===== src/rtl/polar_pkg.sv =====
// rtl/polar_pkg.sv - shared types and constants for the polar-to-rectangular CORDIC rotator
package polar_pkg;

  localparam int PHASE_BITS   = 16;
  localparam int ATAN_ENTRIES = 16;

  typedef logic [PHASE_BITS-1:0] phase_t;

  // Prescale by 1/K so the CORDIC gain cancels: m' = (m * K_INV) >> K_INV_SHIFT
  localparam int K_INV       = 19898;
  localparam int K_INV_SHIFT = 15;

  // z carries extra fractional bits below the phase LSB so the table rounding
  // does not accumulate into a visible angle error at full-scale magnitudes.
  localparam int Z_FRAC_BITS = 8;
  localparam int Z_BITS      = PHASE_BITS + Z_FRAC_BITS + 1;

  // round(atan(2^-i) * 2^(PHASE_BITS+Z_FRAC_BITS) / 2pi); entry 0 is 8192 phase LSBs
  localparam int ATAN [0:ATAN_ENTRIES-1] = '{
    2097152, 1238021, 654136, 332050, 166669, 83416, 41718, 20860,
    10430,   5215,    2608,   1304,   652,    326,   163,   81
  };

  typedef enum logic [1:0] {IDLE, PRESCALE, ROTATE, DONE} state_t;

endpackage


===== src/rtl/polar_to_rect.sv =====
// rtl/polar_to_rect.sv - iterative CORDIC rotator converting (magnitude, phase) to signed I/Q
module polar_to_rect
  import polar_pkg::*;
#(
  parameter int MAG_BITS    = 17,
  parameter int ITERATIONS  = 16,
  parameter int GUARD_BITS  = 2,
  parameter int OUTPUT_BITS = MAG_BITS + 1,
  parameter int WORK_BITS   = OUTPUT_BITS + GUARD_BITS + 1
) (
  input  logic                   clk,
  input  logic                   rst,
  input  logic                   input_ready,
  input  logic [MAG_BITS-1:0]    magnitude,
  input  logic [PHASE_BITS-1:0]  phase,
  output logic                   busy,
  output logic                   output_ready,
  output logic [OUTPUT_BITS-1:0] output_1,
  output logic [OUTPUT_BITS-1:0] output_2
);

  localparam int PROD_BITS = MAG_BITS + K_INV_SHIFT;
  localparam int ITER_W    = $clog2(ITERATIONS);
  localparam logic [ITER_W-1:0] LAST_ITER = ITER_W'(ITERATIONS - 1);
  localparam logic signed [WORK_BITS-1:0] OUT_MAX = WORK_BITS'((1 << (OUTPUT_BITS - 1)) - 1);
  localparam logic signed [WORK_BITS-1:0] OUT_MIN = ~OUT_MAX;

  state_t                       state_q;
  logic [MAG_BITS-1:0]          mag_q;
  phase_t                       phase_q;
  logic signed [WORK_BITS-1:0]  x_q, y_q;
  logic signed [Z_BITS-1:0]     z_q;
  logic [ITER_W-1:0]            iter_q;
  logic                         busy_q, ready_q;
  logic [OUTPUT_BITS-1:0]       out1_q, out2_q;

  logic [PROD_BITS-1:0]         prod;
  logic signed [WORK_BITS-1:0]  m_g, x0;
  logic                         fold;
  phase_t                       z_ph;
  logic signed [Z_BITS-1:0]     z0;
  logic signed [WORK_BITS-1:0]  x_sh, y_sh, x_d, y_d;
  logic signed [Z_BITS-1:0]     atan_step, z_d;

  function automatic logic [OUTPUT_BITS-1:0] sat_out(input logic signed [WORK_BITS-1:0] v);
    logic signed [WORK_BITS-1:0] s;
    s = v >>> GUARD_BITS;
    if (s > OUT_MAX) return OUTPUT_BITS'(OUT_MAX);
    if (s < OUT_MIN) return OUTPUT_BITS'(OUT_MIN);
    return OUTPUT_BITS'(s);
  endfunction

  always_comb begin
    // Prescaled magnitude keeps GUARD_BITS fractional bits instead of dropping them
    prod = PROD_BITS'(mag_q) * PROD_BITS'(K_INV);
    m_g  = $signed(WORK_BITS'(prod >> (K_INV_SHIFT - GUARD_BITS)));
    fold = phase_q[PHASE_BITS-1] ^ phase_q[PHASE_BITS-2];
    x0   = fold ? -m_g : m_g;
    z_ph = {phase_q[PHASE_BITS-1] ^ fold, phase_q[PHASE_BITS-2:0]};
    z0   = Z_BITS'($signed({z_ph, {Z_FRAC_BITS{1'b0}}}));

    x_sh      = x_q >>> iter_q;
    y_sh      = y_q >>> iter_q;
    atan_step = Z_BITS'(ATAN[iter_q]);
    if (!z_q[Z_BITS-1]) begin
      x_d = x_q - y_sh;
      y_d = y_q + x_sh;
      z_d = z_q - atan_step;
    end else begin
      x_d = x_q + y_sh;
      y_d = y_q - x_sh;
      z_d = z_q + atan_step;
    end
  end

  always_ff @(posedge clk or negedge rst) begin
    if (!rst) begin
      state_q <= IDLE;
      mag_q   <= '0;
      phase_q <= '0;
      x_q     <= '0;
      y_q     <= '0;
      z_q     <= '0;
      iter_q  <= '0;
      busy_q  <= 1'b0;
      ready_q <= 1'b0;
      out1_q  <= '0;
      out2_q  <= '0;
    end else begin
      case (state_q)
        IDLE: begin
          if (input_ready) begin
            mag_q   <= magnitude;
            phase_q <= phase;
            busy_q  <= 1'b1;
            state_q <= PRESCALE;
          end
        end
        PRESCALE: begin
          x_q     <= x0;
          y_q     <= '0;
          z_q     <= z0;
          iter_q  <= '0;
          state_q <= ROTATE;
        end
        ROTATE: begin
          x_q    <= x_d;
          y_q    <= y_d;
          z_q    <= z_d;
          iter_q <= iter_q + 1'b1;
          // Results are registered on the last micro-rotation so they are valid during DONE
          if (iter_q == LAST_ITER) begin
            out1_q  <= sat_out(x_d);
            out2_q  <= sat_out(y_d);
            ready_q <= 1'b1;
            state_q <= DONE;
          end
        end
        DONE: begin
          ready_q <= 1'b0;
          busy_q  <= 1'b0;
          state_q <= IDLE;
        end
        default: state_q <= IDLE;
      endcase
    end
  end

  assign busy         = busy_q;
  assign output_ready = ready_q;
  assign output_1     = out1_q;
  assign output_2     = out2_q;

endmodule


===== config.mk =====
export PLATFORM = sky130hd
export DESIGN_NAME = polar_to_rect
export DESIGN_NICKNAME = d
export VERILOG_FILES = /design/src/rtl/polar_pkg.sv /design/src/rtl/polar_to_rect.sv
export SDC_FILE = /design/constraint.sdc
export NUM_CORES = 1
export LEC_CHECK = 0
export CAP_MARGIN = 0
export CELL_PAD_IN_SITES_DETAIL_PLACEMENT = 0
export CELL_PAD_IN_SITES_GLOBAL_PLACEMENT = 1
export CORE_AREA = 8 8 237 239
export CTS_CLUSTER_DIAMETER = 40
export DETAILED_ROUTE_END_ITERATION = 12
export DIE_AREA = 0 0 245 247
export PLACE_DENSITY = 0.66
export SETUP_SLACK_MARGIN = 0.1
export SLEW_MARGIN = 10
export SYNTH_ARGS = -nofsm -noshare
export SYNTH_HDL_FRONTEND = slang
export SYNTH_SLANG_ARGS = --single-unit
export TNS_END_PERCENT = 20

===== constraint.sdc =====
create_clock -name clk -period 7.1 [get_ports clk]
set_input_delay 0.71 -clock clk [delete_from_list [all_inputs] [get_ports clk]]
set_output_delay 0.71 -clock clk [all_outputs]
set_load 0.01 [all_outputs]

==> results of run 1 <==
==> cell usage after synthesis (all sizes together) (17+ instances only) <==
library cell / count / share of area (%)
clkbuf: 56 / 1.1
buf: 40 / 1.2
nand2: 124 / 2.5
a31oi: 29 / 0.97
dfrtp: 144 / 19
ha: 195 / 13
o311ai: 17 / 0.80
o21ai: 84 / 2.3
o211ai: 17 / 0.69
nor2: 140 / 2.9
and2: 19 / 0.64
nand3: 30 / 0.81
inv: 237 / 4.8
a211oi: 18 / 0.75
mux2: 50 / 3.0
mux4: 43 / 5.3
xor2: 73 / 3.4
nor3: 35 / 0.94
a22oi: 17 / 0.69
nor2b: 22 / 0.74
mux2i: 57 / 3.1
xnor2: 69 / 3.3
a21o: 39 / 1.6
o2bb2ai: 24 / 1.1
fa: 99 / 11
a21oi: 140 / 3.8
nand2b: 25 / 0.84
==> registers in the layout (all words and copies together), names as in the netlist <==
signal and flops:
state_q 2, mag_q 17, output_ready 1, output_1 18, output_2 18, iter_q 4, phase_q 16, x_q 21
z_q 25, busy 1, y_q 21
==> cell families (layout without fill, tap and decap cells) <==
| group | after synthesis | after routing |
|---|---|---|
| AOI/OAI and AO/OA | 512 | 512 |
| and+or+nand+nor | 474 | 474 |
| buffers and inverters | 335 | 411 |
| adders and majority gates | 294 | 294 |
| muxes | 150 | 150 |
| DFF | 144 | 144 |
| xor gates and xnor gates | 143 | 143 |
| other | 0 | 1 |
==> final timing paths <==
path	startpoint	to	slack, ns	cells past startpoint
max in group asynchronous	rst	mag_q[4]	5.35	2
min in group clk	output_1[17]	output_1[17]	0.49	2
max	mag_q[11]	x_q[17]	0.47	25
min	rst	output_2[7]	0.24	1
min reg2reg	output_1[17]	output_1[17]	0.49	2
max reg2reg	mag_q[11]	x_q[17]	0.47	25
==> per-stage QoR <==
stage | setup slack, ns | utilization (%) | cell area [µm²] | hold WS, ns
final | 0.470 | 40.3 | 21100 | 0.235
after global routing | 0.0612 | 40.3 | 21100 | 0.279
after CTS | 0.127 | 39.9 | 20900 | 0.253
after detailed placement | 0.0559 | 38.7 | 20200 | 0.480
after global placement | 0.233 | 38.7 | 20200 | 0.466
after floorplan | 0.179 | - | 18600 | 0.414
==> worst max-delay path: cells and delay by family (launching register included) <==
family,cells,cell delay (ns)
DFF,1,0.44
buffers and inverters,8,0.82
adders and majority gates,7,3.14
and+or+nand+nor,3,0.68
AOI/OAI and AO/OA,7,1.48
==> cell type report <==
class / instances / area, µm²
multi-input cells: 1573 / 13800
flip-flops and latches: 144 / 3620
repair buffers: 140 / 1260
well taps: 688 / 861
inverters: 239 / 905
fillers: 5200 / 31200
clock buffers: 18 / 429
diodes: 1 / 2.50
clock inverters: 14 / 203
==> metal layers <==
metal  up-vias  track usage, %  part of all wire (%)
met2       275            30.7                    50
met1      7553            21.7                    43
met4         0            6.33                   2.8
met3        61            2.93                   3.4
met5         -               0                     0
li1       7448               -                     -
==> repair_timing <==
action / 4_1_cts / 5_1_grt
pin swaps: 1 / 12
setup buffers: 1 / 11
gates cloned: 0 / 0
endpoints found under the setup margin: 2 / 14
gates resized for setup: 0 / 38
==> run metrics, run 1 <==
H-tree levels 4; status completed; CP max FO 8; Slowest cell on crit path fa_1; Final Hold Fails 0; Netlist cell types slightly above 90; GPL Wtd Cong a little under 0.9; mean area per synthesized cell between 9 and 10 µm²; Gate Count Post-Synth 2052; Max Cap Viol 0; TritonRoute pass-1 iters 5; clock buffer depth 2; slowest stage delay, CP about 0.54 ns; Finish-stage setup viols 0; Hold Path Class primary input to asynchronous set/reset pin; most frequent cells in the layout inv_1 (226), ha_1 (189), nor2_1 (139), a21oi_1 (136), dfrtp_1 (135); Vias/cell ~5.4; area grow syn2layout 13.2%; Slew Viols, Final 0; clock skew 0.0164 ns; Final nets between 2000 and 2500; Worst Path Required about 7.5 ns; worst slew pin tran 1.00 ns; antenna violations before repair 0; Worst-path clk slew around 0.070 ns; CTS root buf clkbuf_16; fin cells 2817; xor and xnor area share after synthesis roughly 7%; Crit Path Class flip-flop to flip-flop; row cnt 84; I/O Pins 74; most common cell after layout, fill and taps aside inv_1; Seq/Total Area, Yosys approximately 19%; register bit total from synthesis ~140; Fin Setup TNS 0 ns; post-synthesis async set-or-reset flop share 100%; die span in y around 250 µm; vias around 15000; Final min period ~6.6 ns; GRT Overall Usage between 10% and 20%; Hold-fix buffers, CTS 0; grt total ovfl 0; arrival time worst endpoint 7.02 ns; synthesized area 18600 µm²; Yosys warnings 0; DRT Wirelength about 53000 µm; average wire per standard cell roughly 19 µm; Worst-Skew Late Latency 0.49 ns; synthesized-area fraction occupied by adder cells a little under a quarter; drt drc 0; layout cells sized above 1 12.3%; final worst path period share slightly above 90%; CTS Buf Count 17; Top FF cell, synth dfrtp_1; Post-synth EDFFs 0; RSZ-0062 raised after global routing yes; Peak Freq 151 MHz; Critical Path Sink Type flip-flop; Slew HR between 30% and 40%; Die Wd approximately 250 µm; number of buffers added on ports between 70 and 80; DRT iter0 DRCs about 810; Post-Synth Simple-Gate Area 12.6%; Routed Antenna Nets 0; Inst Count DP around 2800; Starting Density a little over a third; largest family of logic cells by synthesized area adder cells; Synth Area in Compound Gates 18.8%; vias in the first global route ~16000; startpoint types flip-flop; Mapped Nets ~2400; die area just over 60000 µm²; core area roughly 52000 µm²; HPWL after DPL 41300 µm; mux cell area share after synthesis 11.4%; largest net degree at the start of global routing 82; clock sink total approximately 140; CTS tree yes; first-pass GRT wire length ~85000 µm
Power of run 1 is left out: the tool's default activity adds up to more than one toggle a clock period on the data nets, which glitch-free logic cannot reach.
==> run 2: changes to the inputs <==
--- a/config.mk
+++ b/config.mk
@@ -10,6 +10,7 @@
 export CELL_PAD_IN_SITES_GLOBAL_PLACEMENT = 1
 export CORE_AREA = 8 8 237 239
 export CTS_CLUSTER_DIAMETER = 40
+export CTS_CLUSTER_SIZE = 40
 export DETAILED_ROUTE_END_ITERATION = 12
 export DIE_AREA = 0 0 245 247
 export PLACE_DENSITY = 0.66
==> results of run 2 <==
The final DEF is identical to that of run 1; final timing and power are the same.
Power of run 2 is left out for the same reason.
==> run 3: changes to the inputs <==
--- a/config.mk
+++ b/config.mk
@@ -15,7 +15,7 @@
 export DIE_AREA = 0 0 245 247
 export PLACE_DENSITY = 0.66
 export SETUP_SLACK_MARGIN = 0.1
-export SLEW_MARGIN = 10
+export SLEW_MARGIN = 20
 export SYNTH_ARGS = -nofsm -noshare
 export SYNTH_HDL_FRONTEND = slang
 export SYNTH_SLANG_ARGS = --single-unit
==> results of run 3 <==
The final DEF is identical to that of run 1; final timing and power are the same.
Power of run 3 is left out for the same reason.
